**config.mk**
```make
export PLATFORM = sky130hd
export DESIGN_NAME = comp2_selftest
export DESIGN_NICKNAME = d
export VERILOG_FILES = /design/src/rtl/comp_selftest_pkg.sv /design/src/rtl/comp_ref_model.sv /design/src/rtl/comp2_selftest.sv
export SDC_FILE = /design/constraint.sdc
export NUM_CORES = 1
export LEC_CHECK = 0
export BUFFER_PORTS_ARGS = -buffer_cell sky130_fd_sc_hd__buf_2
export CORE_MARGIN = 2
export CORE_UTILIZATION = 35
export CTS_BUF_LIST = sky130_fd_sc_hd__clkbuf_4 sky130_fd_sc_hd__clkbuf_8 sky130_fd_sc_hd__clkbuf_16
export DETAILED_ROUTE_END_ITERATION = 8
export GPL_ROUTABILITY_DRIVEN = 0
export HOLD_SLACK_MARGIN = 0.12
export PLACE_DENSITY = 0.69
export SETUP_SLACK_MARGIN = 0.02
export SKIP_CTS_REPAIR_TIMING = 1
export SYNTH_ARGS = -nofsm -noshare
export SYNTH_HDL_FRONTEND = slang
export SYNTH_SLANG_ARGS = --single-unit
export TNS_END_PERCENT = 20
```
**constraint.sdc**
```tcl
create_clock -name clk -period 2.41 [get_ports clk]
set_input_delay 0.3615 -clock clk [delete_from_list [all_inputs] [get_ports clk]]
set_output_delay 0.3615 -clock clk [all_outputs]
set_load 0.005 [all_outputs]
```
**src/rtl/comp_selftest_pkg.sv**
```systemverilog
// comp_selftest_pkg: shared constants for the comparator self-test family.
`default_nettype none

package comp_selftest_pkg;

  localparam logic [1:0] ST_IDLE   = 2'd0;
  localparam logic [1:0] ST_SETTLE = 2'd1;
  localparam logic [1:0] ST_CHECK  = 2'd2;
  localparam logic [1:0] ST_DONE   = 2'd3;

  localparam int DEFAULT_WIDTH         = 2;
  localparam int DEFAULT_SETTLE_CYCLES = 2;

  // Bit positions of the comparator response in the packed {l,e,g} word.
  localparam int LEG_W     = 3;
  localparam int LEG_L_BIT = 2;
  localparam int LEG_E_BIT = 1;
  localparam int LEG_G_BIT = 0;

  function automatic logic [LEG_W-1:0] leg_pack(input logic l, input logic e, input logic g);
    logic [LEG_W-1:0] v;
    v            = '0;
    v[LEG_L_BIT] = l;
    v[LEG_E_BIT] = e;
    v[LEG_G_BIT] = g;
    return v;
  endfunction

endpackage

`default_nettype wire

```
**src/rtl/comp_ref_model.sv**
```systemverilog
// comp_ref_model: combinational behavioural reference producing expected {l,e,g}.
`default_nettype none

module comp_ref_model
  import comp_selftest_pkg::*;
#(
  parameter int WIDTH = DEFAULT_WIDTH
) (
  input  logic [WIDTH-1:0] a,
  input  logic [WIDTH-1:0] b,
  output logic [LEG_W-1:0] leg
);

  always_comb begin
    leg = leg_pack(a < b, a == b, a > b);
  end

endmodule

`default_nettype wire

```
**src/rtl/comp2_selftest.sv**
```systemverilog
// comp2_selftest: BIST sequencer that scans every operand pair through a comparator.
// First-failure capture is built only when SELFTEST_FIRST_FAIL_EN is defined.
`default_nettype none

module comp2_selftest
  import comp_selftest_pkg::*;
#(
  parameter int WIDTH         = DEFAULT_WIDTH,
  parameter int SETTLE_CYCLES = DEFAULT_SETTLE_CYCLES
) (
  input  logic               clk,
  input  logic               rst,
  input  logic               start,
  output logic [WIDTH-1:0]   a_out,
  output logic [WIDTH-1:0]   b_out,
  input  logic               l_in,
  input  logic               e_in,
  input  logic               g_in,
  output logic               busy,
  output logic               done,
  output logic               pass,
  output logic [2*WIDTH:0]   err_count,
  output logic [2*WIDTH-1:0] first_fail_vec,
  output logic [LEG_W-1:0]   first_fail_leg
);

  localparam int VW = 2 * WIDTH;
  localparam int WW = (SETTLE_CYCLES > 1) ? $clog2(SETTLE_CYCLES) : 1;
  localparam logic [WW-1:0] WAIT_LAST = WW'(SETTLE_CYCLES - 1);

  logic [1:0]       r_state;
  logic [VW-1:0]    r_vec;
  logic [WW-1:0]    r_wait;
  logic [VW:0]      r_err;

  logic [LEG_W-1:0] w_exp;
  logic [LEG_W-1:0] w_leg;
  logic             w_fail;
  logic             w_start_ok;
  logic             w_check;

  comp_ref_model #(
    .WIDTH (WIDTH)
  ) u_ref (
    .a   (r_vec[VW-1:WIDTH]),
    .b   (r_vec[WIDTH-1:0]),
    .leg (w_exp)
  );

  // Comparator outputs share our clock, so they are compared without synchronisation.
  always_comb begin
    w_leg = leg_pack(l_in, e_in, g_in);
  end

  assign w_fail     = (w_leg != w_exp);
  assign w_start_ok = start && ((r_state == ST_IDLE) || (r_state == ST_DONE));
  assign w_check    = (r_state == ST_CHECK);

  always_ff @(posedge clk) begin
    if (rst) begin
      r_state <= ST_IDLE;
      r_vec   <= '0;
      r_wait  <= '0;
      r_err   <= '0;
    end else begin
      case (r_state)
        ST_IDLE, ST_DONE: begin
          if (w_start_ok) begin
            r_state <= ST_SETTLE;
            r_vec   <= '0;
            r_wait  <= '0;
            r_err   <= '0;
          end
        end
        ST_SETTLE: begin
          if (r_wait == WAIT_LAST) begin
            r_state <= ST_CHECK;
            r_wait  <= '0;
          end else begin
            r_wait <= r_wait + WW'(1);
          end
        end
        ST_CHECK: begin
          if (w_fail) begin
            r_err <= r_err + (VW+1)'(1);
          end
          if (&r_vec) begin
            r_state <= ST_DONE;
          end else begin
            r_vec   <= r_vec + VW'(1);
            r_state <= ST_SETTLE;
          end
        end
        default: r_state <= ST_IDLE;
      endcase
    end
  end

`ifdef SELFTEST_FIRST_FAIL_EN
  logic          r_captured;
  logic [VW-1:0] r_ff_vec;
  logic [2:0]    r_ff_leg;

  // Sticky flag keeps the earliest failure of a run; cleared on every new run.
  always_ff @(posedge clk) begin
    if (rst || w_start_ok) begin
      r_captured <= 1'b0;
      r_ff_vec   <= '0;
      r_ff_leg   <= '0;
    end else if (w_check && w_fail && !r_captured) begin
      r_captured <= 1'b1;
      r_ff_vec   <= r_vec;
      r_ff_leg   <= w_leg;
    end
  end

  assign first_fail_vec = r_ff_vec;
  assign first_fail_leg = r_ff_leg;
`else
  assign first_fail_vec = '0;
  assign first_fail_leg = '0;
`endif

  assign a_out     = r_vec[VW-1:WIDTH];
  assign b_out     = r_vec[WIDTH-1:0];
  assign busy      = (r_state == ST_SETTLE) || (r_state == ST_CHECK);
  assign done      = (r_state == ST_DONE);
  assign pass      = done && (r_err == '0);
  assign err_count = r_err;

endmodule

`default_nettype wire

```
**After elaboration in Yosys (flattened, before gate mapping)**

Cells that the tools add are included.

- Bits of input ports: 6
- Register bits: 12

- Equality and inequality tests: 9
- Add/subtract/negate cells: 3
- Muxes and demuxes: 13
- Reductions and logical operators: 14
- $lt $le $gt $ge: 2

Operator list:

| kind | count |
|---|---|
| 5-bit 2-to-1 mux | 2 |
| 5-bit one-hot mux with 2 select lines | 1 |
| 4-bit 2-to-1 mux | 2 |
| 2-bit inequality test, second input constant | 4 |
| 4-bit one-hot mux with 2 select lines | 1 |
| 2-bit 2-to-1 mux | 3 |
| 2-bit one-hot mux with 3 select lines | 1 |
| 3-bit AND reduction | 2 |
| 5-bit by 1-bit adder with 5-bit output, second input constant | 1 |
| 5-bit logical NOT | 1 |
| 4-bit by 1-bit adder with 4-bit output, second input constant | 1 |
| 2-bit == test, second input constant | 2 |
| 2-bit AND reduction | 2 |
| 4-bit AND reduction | 1 |
| 2-bit nonzero test | 2 |
| 3-bit inequality test | 1 |
| 2-bit by 1-bit == test with 1-bit output, second input constant | 1 |
| 2-bit == test | 1 |
| 2-bit > comparator | 1 |
| 1-bit logical AND | 2 |
| 2-bit logical NOT | 1 |
| 1-bit logical OR | 2 |
| 2-bit < comparator | 1 |
| 1-bit 2-to-1 mux | 2 |
| other kinds (3) | 3 |

**Depth between registers and ports, before layout**

Gate-level depths: netlist of run 1.

- Depth after elaboration: 5
- Mapped depth: 8
- Mapped depth without buffers: 7

**By module**

A second synthesis of run 1 with hierarchy kept.

- Cells, all modules: 109
- Area total of the unflattened synthesis: 863.3 µm²

Modules (own cells, without submodules):

| module | area an instance (µm²) | times used | cells an instance |
|---|---|---|---|
| comp2_selftest | 800.8 | 1 | 100 |
| comp_ref_model | 62.6 | 1 | 9 |

**Worst setup path after synthesis of run 1**

No wires, ideal clock.

- Kind: flip-flop to flip-flop
- Start: register r_vec[2]
- End: register r_err[2], in the netlist err_count[2]
- Slack: 0.420 ns
- Clock period less this slack: 1.990 ns
- Data arrival time: 1.873 ns
- Data required time: 2.293 ns
- Library setup time: 0.117 ns
- Stages on the path, launching flop included: 8
- Cells stage by stage: dfxtp_1 > inv_1 > ha_1 > and3b_1 > a221o_1 > a31oi_4 > o21ai_2 > a32o_1

- Longest elaborated chain between the ends: 4
- Elaborated cells between the ends (all ways): 6

RTL lines:

| element | RTL line | RTL |
|---|---|---|
| start, declared | comp2_selftest.sv:32 | `logic [VW-1:0] r_vec;` |
| start signal, assigned | comp2_selftest.sv:90 | `r_vec <= r_vec + VW'(1);` |
| 2-bit > comparator, or another cell as far along | comp_ref_model.sv:15 | `leg = leg_pack(a < b, a == b, a > b);` |
| 3-bit inequality test * | comp2_selftest.sv:55 | `assign w_fail = (w_leg != w_exp);` |
| 2-bit inequality test (no source line) * | - |  |
| 3-bit AND reduction (no source line) * | - |  |
| end signal, assigned | comp2_selftest.sv:85 | `r_err <= r_err + (VW+1)'(1);` |
| end, declared | comp2_selftest.sv:34 | `logic [VW:0] r_err;` |

Every way passes the cells marked *; elsewhere a longest branch is shown, timed or not.
A chain may end at the register's enable or synchronous reset.

**Worst setup path in the final report of run 1**

- Start: register r_vec[2]
- End: register r_err[3], in the netlist err_count[3]

The elaborated chain is that of the path after synthesis.

==> impl_table.tex, run 1 <==
\begin{tabular}{lr}
\hline
Metric & Value \\
\hline
\multicolumn{2}{l}{\textbf{GRT}} \\
\quad Gr usage total & 14.0\% \\
\quad Pin count of the biggest net entering global routing & 11 \\
\quad First-pass GRT wire length & 2980 µm \\
\quad Vias in the first global route & 702 \\
\quad Remaining Overflow, GRT & 0 \\
\quad Number of antenna violations at the first check in global routing & 0 \\
\multicolumn{2}{l}{\textbf{Finish}} \\
\quad Share of layout cells above drive strength 1 & 19.7\% \\
\quad Nets & 139 \\
\quad Core Util, Final & 42.3\% \\
\quad Filler cell count in the final layout & 232 \\
\quad Area growth, synth to finish & 12.1\% \\
\quad N\_diodes & 0 \\
\multicolumn{2}{l}{\textbf{Pwr}} \\
\quad Worst vdd ir & 0.000171 V \\
\quad Power Internal & 0.000299 W \\
\quad Net load switching power & 0.000125 W \\
\quad Share of power burned in the clock network & 28.6\% \\
\quad Fraction of power consumed by sequential logic & 50.1\% \\
\quad Logic pwr share & 21.3\% \\
\quad Net Sw Frac & 29.5\% \\
\quad Leak pwr & 0.435 nW \\
\quad Power Dens Cells & 440 nW/µm² \\
\multicolumn{2}{l}{\textbf{Timing}} \\
\quad Max frequency & 476 MHz \\
\quad Setup tns final & 0 ns \\
\quad Clk\_skew & 0.00591 ns \\
\quad Final worst-path setup slack & 0.310 ns \\
\quad Final Setup Violations & 0 \\
\quad Final-report hold violation count & 0 \\
\quad Post-layout minimum cycle time & 2.10 ns \\
\quad RSZ-0062 raised after global routing & no \\
\quad Worst hold-check slack & 0.401 ns \\
\quad Final count of pins violating max slew & 0 \\
\quad Final period util & 87.1\% \\
\multicolumn{2}{l}{\textbf{Clocking}} \\
\quad Number of levels the H-tree was split into & 1 \\
\quad Worst-path clk slew & 0.08 ns \\
\quad Clk sink count & 12 \\
\quad Clock root buffer master & sky130\_fd\_sc\_hd\_\_clkbuf\_4 \\
\quad CTS tree & done \\
\quad Clock latency on the worst-skew pair & 0.27 ns \\
\quad Worst-case clock buffer depth & 2 \\
\quad CTS Buf Count & 3 \\
\multicolumn{2}{l}{\textbf{Floorplanning}} \\
\quad Core Region & 2280 µm² \\
\quad Width of the chip & 53.5 µm \\
\quad Floorplan die height & 53.5 µm \\
\quad Row count & 17 \\
\quad Starting density of the core & 37.7\% \\
\quad Die area & 2860 µm² \\
\quad Ports & 25 \\
\multicolumn{2}{l}{\textbf{Synth}} \\
\quad Sequential element share of the synthesized area & 28.0\% \\
\quad Flops \& latches, synth & 12 \\
\quad Synthesis warning total & 0 \\
\quad Synth unique cells & 32 \\
\quad Average cell area after synthesis & 8.17 µm² \\
\quad Instance count of the mapped netlist & 105 \\
\quad Cell Area, Synth & 858 µm² \\
\multicolumn{2}{l}{\textbf{Min path}} \\
\quad Path class of the lowest-slack min-delay path & primary input to register \\
\multicolumn{2}{l}{\textbf{Setup path}} \\
\quad CP startpoint kind & register \\
\quad Worst Path Arrival & 2.27 ns \\
\quad Endpoint class of the critical path & register \\
\quad Maximum fanout count along the critical path & 8 \\
\quad Critical Setup Path Class & register to register \\
\quad Required @ worst endpoint & 2.58 ns \\
\multicolumn{2}{l}{\textbf{Drt}} \\
\quad Post-detailed-route DRC marker count & 0 \\
\quad Router iterations before antenna repair & 4 \\
\quad DRT iter0 DRCs & 9 \\
\quad Routed vias & 745 \\
\quad DRT Wirelength & 1680 µm \\
\quad Via count normalized by instance count & 4.97 \\
\quad Final routed wire length divided by cell count & 11.2 µm \\
\quad Count of nets left with antenna violations after detail routing & 0 \\
\multicolumn{2}{l}{\textbf{Status}} \\
\quad Run status & finished clean \\
\multicolumn{2}{l}{\textbf{Placed design}} \\
\quad Pre-CTS setup slack & 0.296 ns \\
\quad Port-buffer cells & 17 \\
\quad Total half-perimeter wirelength after legalization and detailed placement & 1320 µm \\
\multicolumn{2}{l}{\textbf{Run}} \\
\quad Number of violations of the max-capacitance limit & 0 \\
\hline
\end{tabular}
[path summary, 6_finish.rpt]
kind                            startpoint      endpoint  slack (ns)  cells past startpoint
worst min register to register      r_wait        r_wait        0.51                      2
worst min-delay path                   rst  err_count[1]        0.40                      2
worst max-delay path              r_vec[2]  err_count[3]        0.31                      7
worst max register to register    r_vec[2]  err_count[3]        0.31                      7
[critical path, cell delays in order (launching register included)]
cell and delay (ns):
sky130_fd_sc_hd__dfxtp_1 0.38, sky130_fd_sc_hd__inv_1 0.09, sky130_fd_sc_hd__ha_1 0.34, sky130_fd_sc_hd__and3b_1 0.19, sky130_fd_sc_hd__a221o_1 0.37, sky130_fd_sc_hd__a31oi_4 0.29
sky130_fd_sc_hd__nand2_1 0.08, sky130_fd_sc_hd__a32o_1 0.25
[synth_stat cells]
cell type | n | area [µm²]
sky130_fd_sc_hd__o21ai_2 | 1 | 8.76
sky130_fd_sc_hd__nand2_1 | 8 | 30.0
sky130_fd_sc_hd__inv_1 | 10 | 37.5
sky130_fd_sc_hd__nand3_1 | 7 | 35.0
sky130_fd_sc_hd__o21ai_0 | 2 | 10.0
sky130_fd_sc_hd__and3b_1 | 1 | 8.76
sky130_fd_sc_hd__a221o_1 | 1 | 10.0
sky130_fd_sc_hd__nor2_1 | 6 | 22.5
sky130_fd_sc_hd__a31oi_4 | 1 | 21.3
sky130_fd_sc_hd__a21o_1 | 1 | 7.51
sky130_fd_sc_hd__or2_2 | 1 | 6.26
sky130_fd_sc_hd__o22ai_1 | 1 | 6.26
sky130_fd_sc_hd__a21oi_1 | 7 | 35.0
sky130_fd_sc_hd__nand2b_1 | 6 | 37.5
sky130_fd_sc_hd__ha_1 | 9 | 113
sky130_fd_sc_hd__clkbuf_1 | 1 | 3.75
sky130_fd_sc_hd__buf_4 | 7 | 52.6
sky130_fd_sc_hd__nor3b_1 | 1 | 7.51
sky130_fd_sc_hd__o221ai_2 | 1 | 15.0
sky130_fd_sc_hd__a211oi_1 | 1 | 7.51
sky130_fd_sc_hd__dfxtp_1 | 12 | 240
sky130_fd_sc_hd__nor3_1 | 2 | 10.0
sky130_fd_sc_hd__buf_2 | 1 | 5.00
sky130_fd_sc_hd__a32o_1 | 3 | 30.0
sky130_fd_sc_hd__and2_1 | 3 | 18.8
sky130_fd_sc_hd__nor2b_1 | 3 | 18.8
sky130_fd_sc_hd__nor4_1 | 1 | 6.26
sky130_fd_sc_hd__mux2i_1 | 2 | 20.0
sky130_fd_sc_hd__xnor2_1 | 1 | 8.76
sky130_fd_sc_hd__nand4_1 | 2 | 12.5
sky130_fd_sc_hd__xor2_1 | 1 | 8.76
sky130_fd_sc_hd__conb_1 | 1 | 3.75
[kinds of logic (layout without fill, tap and decap cells)]
logic type	after synthesis	in the layout	synth area share [%]
simple gates	41	41	24.9
fa+ha+maj	9	9	13.1
xor+xnor	2	2	2.04
other cells	1	7	0.437
mux	2	2	2.33
buf+inv	19	30	11.5
compound gates	19	19	17.6
flops	12	12	28.0
[cell type report]
| type | instances | area [µm²] | share of cell area [%] |
|---|---|---|---|
| tap | 28 | 35.0 | 3.64 |
| multi-input combinational | 80 | 542 | 56.3 |
| inverter | 10 | 37.5 | 3.90 |
| clock buffer | 3 | 22.5 | 2.34 |
| timing repair buffer | 17 | 85.1 | 8.84 |
| sequential | 12 | 240 | 25.0 |
[sequential cells by signal (all words and copies together) (netlist names)]
signal / count
r_state: 2
r_wait: 1
err_count: 5
r_vec: 4
[cells in the final DEF, fill, tap and decap left out, types with 3 or more instances in the layout]
cell,instances
sky130_fd_sc_hd__nand2_1,8
sky130_fd_sc_hd__inv_1,10
sky130_fd_sc_hd__and2_1,3
sky130_fd_sc_hd__ha_1,9
sky130_fd_sc_hd__nand3_1,7
sky130_fd_sc_hd__nor2_1,6
sky130_fd_sc_hd__a21oi_1,7
sky130_fd_sc_hd__nor2b_1,3
sky130_fd_sc_hd__conb_1,7
sky130_fd_sc_hd__dfxtp_1,12
sky130_fd_sc_hd__nand2b_1,6
sky130_fd_sc_hd__a32o_1,3
sky130_fd_sc_hd__buf_2,17
sky130_fd_sc_hd__clkbuf_4,3
[metal layers]
metal / vias up / global-route usage, % / share of wire (%)
met1: 344 / 18.5 / 47
met5: - / 0 / 0
met3: 2 / 2.54 / 3.8
li1: 382 / - / -
met4: 0 / 6.41 / 0.83
met2: 17 / 22.0 / 48
[power groups by stage]
stage	Combinational, W	Sequential [W]	Clock, W
global route	0.000105	0.000214	0.000138
CTS	0.0000896	0.000212	0.000129
global placement	0.0000863	0.000216	0
detailed placement	0.0000895	0.000217	0
finish	0.0000902	0.000212	0.000121
floorplan	0.0000767	0.000215	0
[stage by stage]
stage,area [µm²],power (W),std cells
after global routing,962,0.000456,150
final,962,0.000423,150
after floorplan,881,0.000292,111
after CTS,962,0.000431,150
after detailed placement,940,0.000307,147
after global placement,940,0.000302,147
(Power assumes the default switching activity.)
==> inputs of run 2 (changes only) <==
--- a/config.mk
+++ b/config.mk
@@ -12,7 +12,7 @@
 export DETAILED_ROUTE_END_ITERATION = 8
 export GPL_ROUTABILITY_DRIVEN = 0
 export HOLD_SLACK_MARGIN = 0.12
-export PLACE_DENSITY = 0.69
+export PLACE_DENSITY = 0.61
 export SETUP_SLACK_MARGIN = 0.02
 export SKIP_CTS_REPAIR_TIMING = 1
 export SYNTH_ARGS = -nofsm -noshare
==> run 2 against run 1 <==
Against the previous run:
- via count is 0.54% lower
- die area stayed put
- maximum frequency about the same
- setup slack about the same
- critical path type unchanged
- critical endpoint is now err_count[2]
- largest cell class unchanged
==> impl_table.tex, run 2 (synthesis gave the netlist of run 1 again) <==
\begin{tabular}{lr}
\hline
Metric & Value \\
\hline
\multicolumn{2}{l}{\textbf{Pwr}} \\
\quad Worst vdd ir & 0.000215 V (+26\%) \\
\quad Leak pwr & 0.435 nW (unchanged) \\
\quad Power Dens Cells & 440 nW/µm² (about the same) \\
\multicolumn{2}{l}{\textbf{Floorplanning}} \\
\quad Floorplan die height & 53.5 µm (unchanged) \\
\quad Width of the chip & 53.5 µm (unchanged) \\
\quad Starting density of the core & 37.7\% (unchanged) \\
\quad Ports & 25 (unchanged) \\
\quad Core Region & 2280 µm² (unchanged) \\
\quad Row count & 17 (unchanged) \\
\quad Die area & 2860 µm² (unchanged) \\
\multicolumn{2}{l}{\textbf{Run}} \\
\quad Number of violations of the max-capacitance limit & 0 (unchanged) \\
\multicolumn{2}{l}{\textbf{Drt}} \\
\quad Count of nets left with antenna violations after detail routing & 0 (unchanged) \\
\quad Routed vias & 741 (-0.54\%) \\
\quad DRT iter0 DRCs & 16 (+7) \\
\quad Via count normalized by instance count & 4.94 (-0.54\%) \\
\quad Post-detailed-route DRC marker count & 0 (unchanged) \\
\quad Final routed wire length divided by cell count & 10.9 µm (-2.4\%) \\
\quad DRT Wirelength & 1640 µm (-2.4\%) \\
\quad Router iterations before antenna repair & 4 (unchanged) \\
\multicolumn{2}{l}{\textbf{Clocking}} \\
\quad CTS tree & done \\
\quad Clock latency on the worst-skew pair & 0.27 ns (about the same) \\
\quad CTS Buf Count & 3 (unchanged) \\
\quad Clock root buffer master & sky130\_fd\_sc\_hd\_\_clkbuf\_4 \\
\quad Clk sink count & 12 (unchanged) \\
\quad Number of levels the H-tree was split into & 1 (unchanged) \\
\quad Worst-path clk slew & 0.07 ns (about the same) \\
\quad Worst-case clock buffer depth & 2 (unchanged) \\
\multicolumn{2}{l}{\textbf{Timing}} \\
\quad Setup tns final & 0 ns (unchanged) \\
\quad Final-report hold violation count & 0 (unchanged) \\
\quad Final worst-path setup slack & 0.310 ns (-0.000373 ns) \\
\quad Clk\_skew & 0.00361 ns (-0.00230 ns) \\
\quad Final Setup Violations & 0 (unchanged) \\
\quad Post-layout minimum cycle time & 2.10 ns (+0.000373 ns) \\
\quad Final period util & 87.1\% (about the same) \\
\quad Max frequency & 476 MHz (about the same) \\
\quad Final count of pins violating max slew & 0 (unchanged) \\
\quad RSZ-0062 raised after global routing & no \\
\multicolumn{2}{l}{\textbf{Setup path}} \\
\quad Slowest cell on crit path & sky130\_fd\_sc\_hd\_\_dfxtp\_1 \\
\quad Critical Path, Cell by Cell & inv\_1 > ha\_1 > and3b\_1 > a221o\_1 > a31oi\_4 > o21ai\_2 > a32o\_1 \\
\quad CP startpoint kind & register \\
\quad Critical Setup Path Class & register to register \\
\quad Required @ worst endpoint & 2.58 ns (about the same) \\
\quad Maximum fanout count along the critical path & 8 (unchanged) \\
\quad Largest stage delay on the critical path & 0.37 ns (about the same) \\
\quad Count of buffer and inverter cells on the critical path & 1 (unchanged) \\
\quad Endpoint class of the critical path & register \\
\quad Worst Path Arrival & 2.27 ns (about the same) \\
\quad Cell family contributing the most delay on the critical path & compound AO/OA/AOI/OAI gates \\
\multicolumn{2}{l}{\textbf{Finish}} \\
\quad Area growth, synth to finish & 12.1\% (unchanged) \\
\quad Max FFs per register & 5 (unchanged) \\
\quad Nets & 139 (unchanged) \\
\quad Filler cell count in the final layout & 239 (+3.0\%) \\
\quad Core Util, Final & 42.3\% (unchanged) \\
\quad Most frequent cells in the layout & sky130\_fd\_sc\_hd\_\_buf\_2 (17), sky130\_fd\_sc\_hd\_\_dfxtp\_1 (12), sky130\_fd\_sc\_hd\_\_inv\_1 (10) \\
\quad Share of layout cells above drive strength 1 & 19.7\% (unchanged) \\
\quad Most common cell after layout, fill and taps aside & sky130\_fd\_sc\_hd\_\_buf\_2 \\
\quad Area occupied by multi-input gates & 542 µm² (unchanged) \\
\quad Sequential cell area in the final layout & 240 µm² (unchanged) \\
\quad N\_diodes & 0 (unchanged) \\
\multicolumn{2}{l}{\textbf{Status}} \\
\quad Run status & finished clean \\
\multicolumn{2}{l}{\textbf{GRT}} \\
\quad Vias in the first global route & 629 (-10\%) \\
\quad Pin count of the biggest net entering global routing & 11 (unchanged) \\
\quad Number of antenna violations at the first check in global routing & 0 (unchanged) \\
\quad Gr usage total & 13.3\% (-0.78 points) \\
\quad First-pass GRT wire length & 2690 µm (-9.7\%) \\
\quad Remaining Overflow, GRT & 0 (unchanged) \\
\multicolumn{2}{l}{\textbf{Placed design}} \\
\quad Total half-perimeter wirelength after legalization and detailed placement & 1320 µm (+0.33\%) \\
\quad Pre-CTS setup slack & 0.307 ns (+0.0118 ns) \\
\quad Port-buffer cells & 17 (unchanged) \\
\multicolumn{2}{l}{\textbf{Min path}} \\
\quad Path class of the lowest-slack min-delay path & primary input to register \\
\hline
\end{tabular}
==> run 2: worst paths after layout <==
path              startpoint           end  slack, ns  depth (start not counted)
hold reg to reg       r_wait        r_wait       0.49                          2
hold / removal           rst        r_wait       0.39                          2
setup reg to reg    r_vec[2]  err_count[2]       0.31                          7
setup / recovery    r_vec[2]  err_count[2]       0.31                          7
==> run 2: layer usage <==
layer	global-route usage [%]	up-vias	routed length, µm	share of wire, %
met3	2.54	5	76	4.6
met4	7.69	0	40	2.4
met2	21.6	19	745	45
li1	-	382	-	-
met1	16.1	335	780	48
met5	0	-	0	0
==> run 2: area by class of cell <==
class / count / area share [%]
sequential: 12 / 25.0
clock buffer: 3 / 2.34
timing repair buffer: 17 / 8.84
multi-input combinational: 80 / 56.3
tap: 28 / 3.64
inverter: 10 / 3.90
==> run 2: where the power goes <==
group | switching (W) | internal [W] | leakage [nW]
logic | 0.0000520 | 0.0000363 | 0.324
registers | 0.00000722 | 0.000205 | 0.0970
clock network | 0.0000657 | 0.0000579 | 0.0138
total | 0.000125 | 0.000299 | 0.435
==> run 2: worst reg2reg max path: stages (launching register included) <==
cell	delay, ns
sky130_fd_sc_hd__dfxtp_1	0.37
sky130_fd_sc_hd__inv_1	0.08
sky130_fd_sc_hd__ha_1	0.34
sky130_fd_sc_hd__and3b_1	0.19
sky130_fd_sc_hd__a221o_1	0.37
sky130_fd_sc_hd__a31oi_4	0.29
sky130_fd_sc_hd__o21ai_2	0.08
sky130_fd_sc_hd__a32o_1	0.26
==> run 2: through the flow <==
step | hold slack (ns) | cell area, µm² | cells | total power (W)
floorplan | 0.457 | 881 | 111 | 0.000292
global placement | 0.478 | 940 | 147 | 0.000304
detailed placement | 0.489 | 940 | 147 | 0.000305
CTS | 0.395 | 962 | 150 | 0.000428
global route | 0.416 | 962 | 150 | 0.000452
finish | 0.392 | 962 | 150 | 0.000424
==> inputs of run 3 (changes only) <==
--- a/config.mk
+++ b/config.mk
@@ -8,13 +8,14 @@
 export BUFFER_PORTS_ARGS = -buffer_cell sky130_fd_sc_hd__buf_2
 export CORE_MARGIN = 2
 export CORE_UTILIZATION = 35
-export CTS_BUF_LIST = sky130_fd_sc_hd__clkbuf_4 sky130_fd_sc_hd__clkbuf_8 sky130_fd_sc_hd__clkbuf_16
+export CTS_BUF_LIST = sky130_fd_sc_hd__clkbuf_16
 export DETAILED_ROUTE_END_ITERATION = 8
 export GPL_ROUTABILITY_DRIVEN = 0
 export HOLD_SLACK_MARGIN = 0.12
 export PLACE_DENSITY = 0.61
 export SETUP_SLACK_MARGIN = 0.02
 export SKIP_CTS_REPAIR_TIMING = 1
+export SLEW_MARGIN = 20
 export SYNTH_ARGS = -nofsm -noshare
 export SYNTH_HDL_FRONTEND = slang
 export SYNTH_SLANG_ARGS = --single-unit
==> constraint.sdc (replaced) <==
create_clock -name clk -period 2.01 [get_ports clk]
set_input_delay 0.3015 -clock clk [delete_from_list [all_inputs] [get_ports clk]]
set_output_delay 0.3015 -clock clk [all_outputs]
set_load 0.005 [all_outputs]
==> run 3 against run 2 <==
Against the previous run:
- global-route usage rose by 0.82 points
- maximum frequency increased by 11%
- utilization increased by 6.0 points
- count of clock-buffer cells in the layout unchanged
- critical path type unchanged
- critical endpoint is now err_count[3]
==> impl_table.tex, run 3 (synthesis gave the netlist of run 1 again) <==
\begin{tabular}{lr}
\hline
Metric & Value \\
\hline
\multicolumn{2}{l}{\textbf{Finish}} \\
\quad Most common cell after layout, fill and taps aside & sky130\_fd\_sc\_hd\_\_buf\_2 \\
\quad Post-route non-filler standard cell count & 158 (+5.3\%) \\
\quad N\_diodes & 0 (unchanged) \\
\quad Sequential cell area in the final layout & 240 µm² (unchanged) \\
\quad Area growth, synth to finish & 28.0\% \\
\quad Area occupied by multi-input gates & 569 µm² (+5.1\%) \\
\quad Most frequent cells in the layout & sky130\_fd\_sc\_hd\_\_buf\_2 (17), sky130\_fd\_sc\_hd\_\_dfxtp\_1 (12), sky130\_fd\_sc\_hd\_\_inv\_1 (10) \\
\quad Share of layout cells above drive strength 1 & 26.2\% (+6.5 points) \\
\quad Max FFs per register & 5 (unchanged) \\
\quad Filler cell count in the final layout & 218 (-8.8\%) \\
\quad Core Util, Final & 48.3\% (+6.0 points) \\
\quad Nets & 146 (+5.0\%) \\
\multicolumn{2}{l}{\textbf{Clocking}} \\
\quad CTS tree & done \\
\quad Number of levels the H-tree was split into & 1 (unchanged) \\
\quad Worst-case clock buffer depth & 2 (unchanged) \\
\quad Clock latency on the worst-skew pair & 0.24 ns (-0.03 ns) \\
\quad Worst-path clk slew & 0.05 ns (-0.02 ns) \\
\quad Clock root buffer master & sky130\_fd\_sc\_hd\_\_clkbuf\_16 \\
\quad CTS Buf Count & 3 (unchanged) \\
\quad Clk sink count & 12 (unchanged) \\
\multicolumn{2}{l}{\textbf{Status}} \\
\quad Run status & finished clean \\
\multicolumn{2}{l}{\textbf{Placed design}} \\
\quad Port-buffer cells & 17 (unchanged) \\
\quad Number of cells after detailed placement & 153 (+4.1\%) \\
\quad Total half-perimeter wirelength after legalization and detailed placement & 1420 µm (+7.2\%) \\
\multicolumn{2}{l}{\textbf{Floorplanning}} \\
\quad Ports & 25 (unchanged) \\
\quad Die area & 2860 µm² (unchanged) \\
\quad Width of the chip & 53.5 µm (unchanged) \\
\quad Core Region & 2280 µm² (unchanged) \\
\quad Starting density of the core & 37.7\% (unchanged) \\
\quad Row count & 17 (unchanged) \\
\quad Floorplan die height & 53.5 µm (unchanged) \\
\multicolumn{2}{l}{\textbf{Timing}} \\
\quad Post-layout minimum cycle time & 1.90 ns (-0.202 ns) \\
\quad Max frequency & 527 MHz (+11\%) \\
\quad Final count of pins violating max slew & 0 (unchanged) \\
\quad Setup tns final & 0 ns (unchanged) \\
\quad RSZ-0062 raised after global routing & yes \\
\quad Final-report hold violation count & 0 (unchanged) \\
\quad Worst hold-check slack & 0.360 ns (-0.0315 ns) \\
\quad Clk\_skew & 0.00185 ns (-0.00176 ns) \\
\quad Final Setup Violations & 0 (unchanged) \\
\quad Final period util & 94.4\% (+7.3 points) \\
\multicolumn{2}{l}{\textbf{GRT}} \\
\quad Vias in the first global route & 665 (+5.7\%) \\
\quad First-pass GRT wire length & 2850 µm (+5.9\%) \\
\quad Number of antenna violations at the first check in global routing & 0 (unchanged) \\
\quad Remaining Overflow, GRT & 0 (unchanged) \\
\quad Pin count of the biggest net entering global routing & 11 (unchanged) \\
\quad Gr usage total & 14.1\% (+0.82 points) \\
\multicolumn{2}{l}{\textbf{Pwr}} \\
\quad Power Dens Cells & 676 nW/µm² (+54\%) \\
\quad Logic pwr share & 15.2\% (-5.6 points) \\
\quad Worst vdd ir & 0.000345 V (+61\%) \\
\quad Share of power burned in the clock network & 50.5\% (+21 points) \\
\quad Power, Total & 0.000743 W (+75\%) \\
\quad Leak pwr & 0.500 nW (+15\%) \\
\quad Power Internal & 0.000557 W (+87\%) \\
\quad Fraction of power consumed by sequential logic & 34.3\% (-16 points) \\
\quad Net load switching power & 0.000186 W (+49\%) \\
\quad Net Sw Frac & 25.0\% (-4.5 points) \\
\multicolumn{2}{l}{\textbf{Setup path}} \\
\quad Endpoint class of the critical path & register \\
\quad Setup slack on the worst flop-to-flop path & 0.11 ns (-0.20 ns) \\
\quad Critical Setup Path Class & register to register \\
\quad Maximum fanout count along the critical path & 7 (-1) \\
\quad Required @ worst endpoint & 2.14 ns (-0.44 ns) \\
\quad Worst Path Arrival & 2.03 ns (-0.24 ns) \\
\quad CP startpoint kind & register \\
\multicolumn{2}{l}{\textbf{Drt}} \\
\quad Detailed route wirelength on metal2 & 827 µm (+11\%) \\
\quad Via count normalized by instance count & 4.75 (-3.9\%) \\
\quad Count of nets left with antenna violations after detail routing & 0 (unchanged) \\
\quad Router iterations before antenna repair & 3 (-1) \\
\quad DRT Wirelength & 1780 µm (+8.5\%) \\
\quad Final routed wire length divided by cell count & 11.3 µm (+3.0\%) \\
\quad Met3 wirelength from detailed routing & 75 µm (-1.3\%) \\
\quad DRT iter0 DRCs & 5 (-11) \\
\quad Post-detailed-route DRC marker count & 0 (unchanged) \\
\quad Met1 Routed Length & 826 µm (+5.9\%) \\
\quad Routed vias & 750 (+1.2\%) \\
\quad Top metal layer carrying routed signals & met4 \\
\multicolumn{2}{l}{\textbf{Run}} \\
\quad Number of violations of the max-capacitance limit & 0 (unchanged) \\
\multicolumn{2}{l}{\textbf{Min path}} \\
\quad Path class of the lowest-slack min-delay path & primary input to register \\
\hline
\end{tabular}
run 3: cell count changes in the layout (fill, tap and decap cells not counted), sizes merged:
cell / delta
clkinv: +1
buf: +7
run 3: final cells by class:
type	count	share of cell area, %
Timing Repair Buffer	24	12.5
Sequential cell	12	21.9
Multi-Input combinational cell	80	51.8
Clock buffer	3	6.83
Inverter	10	3.42
Tap cell	28	3.19
Clock inverter	1	0.342
run 3: metrics by stage:
stage / cell area (µm²) / setup WS [ns]
after CTS: 1060 / 0.00605
final: 1100 / 0.112
after detailed placement: 985 / 0.0122
after floorplan: 881 / 0.0401
after global routing: 1100 / 0.0169
after global placement: 985 / 0.0720
run 3: critical path, cell delays in order (launching register included):
cell	delay, ns
sky130_fd_sc_hd__dfxtp_1	0.32
sky130_fd_sc_hd__inv_1	0.08
sky130_fd_sc_hd__ha_4	0.25
sky130_fd_sc_hd__and3b_1	0.17
sky130_fd_sc_hd__a221o_1	0.35
sky130_fd_sc_hd__a31oi_4	0.28
sky130_fd_sc_hd__nand2_1	0.09
sky130_fd_sc_hd__a32o_1	0.26
run 3: final timing paths:
path | cells past startpoint | to | startpoint
worst max-delay path | 7 | err_count[3] | r_vec[2]
worst min-delay path | 2 | err_count[0] | rst
worst max register to register | 7 | err_count[3] | r_vec[2]
worst min register to register | 2 | r_wait | r_wait
run 3: routing by layer:
| metal | up-vias | global-route usage (%) |
|---|---|---|
| met5 | - | 0 |
| met4 | 0 | 10.3 |
| met3 | 5 | 1.41 |
| met2 | 17 | 22.2 |
| met1 | 332 | 17.6 |
| li1 | 396 | - |
run 3: power by group through the flow:
stage | Combinational (W) | Sequential [W] | Clock [W]
after floorplan | 0.0000919 | 0.000258 | 0
after global placement | 0.000106 | 0.000259 | 0
after detailed placement | 0.000108 | 0.000260 | 0
after CTS | 0.000109 | 0.000255 | 0.000384
after global routing | 0.000129 | 0.000257 | 0.000395
final | 0.000113 | 0.000255 | 0.000375
